===== src/rtl/powlib_sfifo_ext_pkg.sv =====
// Shared helpers for the extended synchronous FIFO.
package powlib_sfifo_ext_pkg;

    // ceil(log2(v)), never less than 1
    function automatic int unsigned powlib_clogb2(input int unsigned v);
        int unsigned r;
        r = 1;
        for (int i = 1; i < 32; i++) begin
            if ((64'd1 << i) < 64'(v)) begin
                r = i + 1;
            end
        end
        return r;
    endfunction

endpackage


===== src/rtl/powlib_sfifo_ext_oreg.sv =====
// Single-entry valid/data output register with load/unload handshake.
module powlib_sfifo_ext_oreg
    import powlib_sfifo_ext_pkg::*;
#(
    parameter int unsigned W = 16
) (
    input  logic         clk,
    input  logic         rst,
    input  logic         clr,
    input  logic         ld,
    input  logic [W-1:0] lddata,
    input  logic         unld,
    output logic         vld,
    output logic [W-1:0] data
);

    logic         vld_q;
    logic [W-1:0] data_q;

    // Load wins over unload so a consumed slot can be refilled in the same cycle.
    always_ff @(posedge clk) begin
        if (rst || clr) begin
            vld_q <= 1'b0;
        end else if (ld) begin
            vld_q <= 1'b1;
        end else if (unld) begin
            vld_q <= 1'b0;
        end
    end

    always_ff @(posedge clk) begin
        if (ld) begin
            data_q <= lddata;
        end
    end

    assign vld  = vld_q;
    assign data = data_q;

endmodule


===== src/rtl/powlib_sfifo_ext.sv =====
// Single-clock valid/ready FIFO of any depth with occupancy count, registered
// almost-full/almost-empty flags, synchronous flush and optional output register.
module powlib_sfifo_ext
    import powlib_sfifo_ext_pkg::*;
#(
    parameter int unsigned W     = 16,
    parameter int unsigned D     = 8,
    parameter int unsigned EOREG = 0,
    parameter int unsigned AFT   = D - 1,
    parameter int unsigned AET   = 1,
    parameter int unsigned EDBG  = 0,
    parameter string       ID    = "SFIFOX",
    localparam int unsigned WC   = powlib_clogb2(D + EOREG + 1)
) (
    input  logic          clk,
    input  logic          rst,
    input  logic          flush,
    input  logic [W-1:0]  wrdata,
    input  logic          wrvld,
    output logic          wrrdy,
    output logic [W-1:0]  rddata,
    output logic          rdvld,
    input  logic          rdrdy,
    output logic [WC-1:0] count,
    output logic          afull,
    output logic          aempty
);

    localparam int unsigned CAP = D + EOREG;
    localparam int unsigned WP  = powlib_clogb2(D);

    if (EDBG != 0) begin : g_dbg
        if (D < 2 || AFT > CAP || AET >= CAP) begin : g_bad
            $error("%s: illegal FIFO parameters", ID);
        end
    end

    logic [WC-1:0] count_q, count_d;
    logic [WP-1:0] wrptr_q, rdptr_q;
    logic          afull_q, aempty_q;
    logic          wrinc, rdinc;
    logic          ramwe, ramre;
    logic [W-1:0]  ramrd;
    logic [W-1:0]  mem [D];

    // Ready depends only on registered state, so a full FIFO never writes through.
    assign wrrdy = !rst && !flush && (count_q != WC'(CAP));
    assign wrinc = wrvld && wrrdy;
    assign rdinc = rdvld && rdrdy;
    assign ramrd = mem[rdptr_q];

    if (EOREG != 0) begin : g_oreg
        logic          slotvld;
        logic          bypass;
        logic          ld;
        logic [WC-1:0] ramcnt;
        logic [W-1:0]  lddata;

        assign ramcnt = count_q - WC'(slotvld);
        // With nothing queued in RAM the write goes straight into a free slot.
        assign bypass = wrinc && (ramcnt == '0) && (!slotvld || rdinc);
        assign ramre  = (ramcnt != '0) && (!slotvld || rdinc);
        assign ramwe  = wrinc && !bypass;
        assign ld     = bypass || ramre;
        assign lddata = bypass ? wrdata : ramrd;
        assign rdvld  = !rst && slotvld;

        powlib_sfifo_ext_oreg #(
            .W (W)
        ) u_oreg (
            .clk    (clk),
            .rst    (rst),
            .clr    (flush),
            .ld     (ld),
            .lddata (lddata),
            .unld   (rdinc),
            .vld    (slotvld),
            .data   (rddata)
        );
    end else begin : g_noreg
        assign ramre  = rdinc;
        assign ramwe  = wrinc;
        assign rdvld  = !rst && (count_q != '0);
        assign rddata = ramrd;
    end

    always_comb begin
        count_d = count_q;
        if (wrinc && !rdinc) begin
            count_d = count_q + WC'(1);
        end else if (!wrinc && rdinc) begin
            count_d = count_q - WC'(1);
        end
        if (rst || flush) begin
            count_d = '0;
        end
    end

    // Flags follow count_d so they always agree with count in the same cycle.
    always_ff @(posedge clk) begin
        count_q  <= count_d;
        afull_q  <= (32'(count_d) >= AFT);
        aempty_q <= (32'(count_d) <= AET);
    end

    always_ff @(posedge clk) begin
        if (rst || flush) begin
            wrptr_q <= '0;
            rdptr_q <= '0;
        end else begin
            if (ramwe) begin
                wrptr_q <= (wrptr_q == WP'(D - 1)) ? '0 : wrptr_q + WP'(1);
            end
            if (ramre) begin
                rdptr_q <= (rdptr_q == WP'(D - 1)) ? '0 : rdptr_q + WP'(1);
            end
        end
    end

    always_ff @(posedge clk) begin
        if (ramwe) begin
            mem[wrptr_q] <= wrdata;
        end
    end

    assign count  = count_q;
    assign afull  = afull_q;
    assign aempty = aempty_q;

endmodule

===== config.mk =====
export PLATFORM = sky130hd
export DESIGN_NAME = powlib_sfifo_ext
export DESIGN_NICKNAME = d
export VERILOG_FILES = /design/src/rtl/powlib_sfifo_ext_pkg.sv /design/src/rtl/powlib_sfifo_ext_oreg.sv /design/src/rtl/powlib_sfifo_ext.sv
export SDC_FILE = /design/constraint.sdc
export NUM_CORES = 1
export LEC_CHECK = 0
export ABC_CLOCK_PERIOD_IN_PS = 4400
export CAP_MARGIN = 40
export CORE_MARGIN = 1
export CORE_UTILIZATION = 57
export CTS_CLUSTER_DIAMETER = 40
export DETAILED_ROUTE_END_ITERATION = 16
export PLACE_DENSITY = 0.9
export SLEW_MARGIN = 40
export SYNTH_ARGS = -nofsm -noshare
export SYNTH_HDL_FRONTEND = slang
export SYNTH_SLANG_ARGS = --single-unit

===== constraint.sdc =====
create_clock -name clk -period 4.4 [get_ports clk]
set_clock_uncertainty 0.15 [all_clocks]
set_input_delay 0.88 -clock clk [delete_from_list [all_inputs] [get_ports clk]]
set_output_delay 0.88 -clock clk [all_outputs]
set_load 0.02 [all_outputs]

==> results.py <==
metrics = {
    "critical_path": {
        "setup.worst_path.end_class": "primary output",
        "crit_path_start_kind": "flip-flop",
        "crit_arrival_ns": 2.85,
        "worstPathRequired_ns": 3.37,
        "crit_fanout": 18,
        "worstRegToRegCells": 6,
        "slowest_delay_ns": 0.68,
        "slowest_stage": "dfxtp_2",
        "timing.critical_path.cells": "buf_12 > mux4_2 > mux2_2 > clkdlybuf4s50_1",
        "crit_type": "flip-flop to primary output",
    },
    "route": {
        "dr.max_layer_used": "met4",
        "dr_wl_met3_um": 638,
        "route.met2.wl_mm": 5.80,
        "wire_per_inst_um": 22.8,
        "antenna_left": 0,
        "viasPerCell": 6.05,
        "drt_iter0_drc": 168,
        "drtPass1Iterations": 4,
        "wl_met1_mm": 4.32,
        "dr_total_vias": 2914,
        "drc": 0,
        "wirelength_mm": 11.0,
    },
    "synthesis": {
        "synth-async-reset-ratio_pct": 0,
        "synth_seq_area_share_pct": 74.2,
        "yosys_register_bits": 143,
        "synth_fp_nets": 303,
        "syn_inst": 276,
        "avgSynthCellArea_um2": 20.2,
        "synth_top_area_cell": "edfxtp_1",
        "yosysWarningCount": 0,
        "synth_common_cells": "edfxtp_1, mux4_2, mux2_2, dfxtp_1, nor2_1",
        "synth_top_area_share_pct": 68.8,
        "synth.area.top_cells": "edfxtp_1, mux4_2, dfxtp_1, mux2_2, ha_1",
        "synth.distinct_cells": 37,
        "yosysMostFrequentCell": "edfxtp_1",
        "syn_area_um2": 5590,
        "ys.flop_type": "edfxtp_1",
        "synth_edf_count": 128,
    },
    "clock_tree": {
        "post_cts_resized": 0,
        "root_buffer": "clkbuf_8",
        "cts_buffers": 17,
        "cts_tree": "yes",
        "hold_buffers": 0,
        "clockBufferDepth": 2,
        "cts_setup_buffers": 0,
        "cts_num_sinks": 143,
        "clk_pin_slew_ns": 0.06,
        "h-tree-depth": 4,
        "clk_latency_ns": 0.51,
    },
    "global_routing": {
        "overflow": 0,
        "grt_pass1_vias": 3134,
        "grtUsageTotal_pct": 23.9,
        "grt_max_degree": 33,
        "grt_pass1_wl_mm": 16.9,
        "antenna_found_initial": 0,
    },
    "timing": {
        "timing.slew.headroom_pct": 60.2,
        "min_period_ns": 3.88,
        "finalSetupTns_ns": 0,
        "rsz0062_at_grt": "no",
        "fmax_mhz": 258,
        "setup_viol": 0,
        "finalCritPeriodShare_pct": 88.2,
        "hold_viol_final": 0,
        "drv_slew": 0,
        "worstMarginPinSlew_ns": 0.596,
    },
    "floorplan": {
        "fp.dieW_um": 101,
        "die-area_um2": 10200,
        "start_util_pct": 59.6,
        "die_h_um": 101,
        "row_count": 35,
        "ios": 45,
        "core_area_um2": 9370,
    },
    "power_and_ir_drop": {
        "peakVddDrop_mv": 0.208,
        "p_leak_nw": 2.23,
        "power.density_nw_per_um2": 455,
    },
    "cells_and_area": {
        "diodes": 0,
        "multiInputGateArea_um2": 1410,
        "nets": 367,
        "drive_gt1_share_pct": 30.3,
        "syn_to_final_growth_pct": 24.0,
        "fillers": 547,
        "utilization_pct": 74.0,
        "ff_latch_area_um2": 4150,
    },
    "run_status": {
        "status": "completed",
    },
    "placement": {
        "gp_congestion": 0.767,
        "port_buffers": 44,
        "place_hpwl_mm": 6.23,
    },
    "hold_path": {
        "hp-class": "flip-flop to flip-flop",
        "whs_path_depth": 2,
    },
    "flow_run": {
        "maxCapViolations": 0,
    },
}
-- registers in the layout, indices dropped and copies added, names as in the netlist, named ones only --
register	count
mem	128
rdptr_q	3
afull	1
wrptr_q	3
aempty	1
count	4
-- cells by family after synthesis --
group | count (synthesis) | synth area share [%]
buf+inv | 14 | 1.03
xor+xnor | 2 | 0.314
mux | 52 | 16.8
simple gates | 47 | 4.55
fa+ha+maj | 7 | 1.54
flops | 143 | 74.2
compound gates | 11 | 1.57
-- routing by layer --
metal,track usage [%],vias up
met4,9.92,0
met5,0,-
li1,-,1257
met3,7.21,20
met2,40.0,114
met1,29.3,1523
-- power breakdown --
group	internal (mW)	switching (mW)	leakage [nW]
clock network	1.04	0.534	0.309
registers	1.48	0.00458	1.28
logic	0.0444	0.0476	0.649
total	2.57	0.586	2.23
-- layout by cell type (no fill, tap or decap), types with 2 or more instances in the layout --
cell and instances:
buf_4 11, clkbuf_16 16, inv_1 3, nand3_1 3, nand4_1 2, a21oi_1 2, nand2_1 8, dfxtp_2 2
clkinvlp_4 3, nand3b_1 2, nand2b_1 2, o21ai_0 3, nor2_2 2, nor3_1 3, xnor2_1 2, bufinv_16 6
mux2_2 16, dfxtp_1 13, clkdlybuf4s50_1 44, mux2i_1 4, inv_6 2, nor2_1 11, mux4_2 32, ha_1 6
nor3_2 4, edfxtp_1 128
-- worst max-delay path: cells and delay by family (launching register included) --
kind	cells	cell delay [ns]
buffers and inverters	2	0.80
DFF	1	0.68
muxes	2	0.83
-- final timing paths --
kind	startpoint	endpoint	slack, ns
hold reg to reg	rdptr_q[1]$_SDFFE_PP0N_	rdptr_q[1]$_SDFFE_PP0N_	0.38
setup / recovery	flip-flop	rddata[5]	0.52
setup reg to reg	count[0]$_DFF_P_	mem[0][15]$_DFFE_PP_	1.80
hold / removal	rdptr_q[1]$_SDFFE_PP0N_	rdptr_q[1]$_SDFFE_PP0N_	0.38
-- metrics by stage --
stage	total power, mW	area [um^2]	setup WS, ns	hold slack (ns)	std cells
after global placement	1.60	6270	0.965	0.339	450
after detailed placement	1.61	6270	0.907	0.361	450
after floorplan	1.56	5590	0.790	0.318	276
final	3.15	6930	0.520	0.379	482
after global routing	3.24	6930	0.362	0.424	482
after CTS	3.17	6930	0.439	0.371	482
-- cell type report --
type / count / area share (%)
Tap cell: 129 / 2.33
Timing Repair Buffer: 56 / 7.84
Clock buffer: 18 / 6.03
Multi-Input combinational cell: 119 / 20.4
Inverter: 3 / 0.162
Sequential cell: 143 / 59.8
Clock inverter: 14 / 3.43
Note: power is estimated with default switching activity, not from simulation.
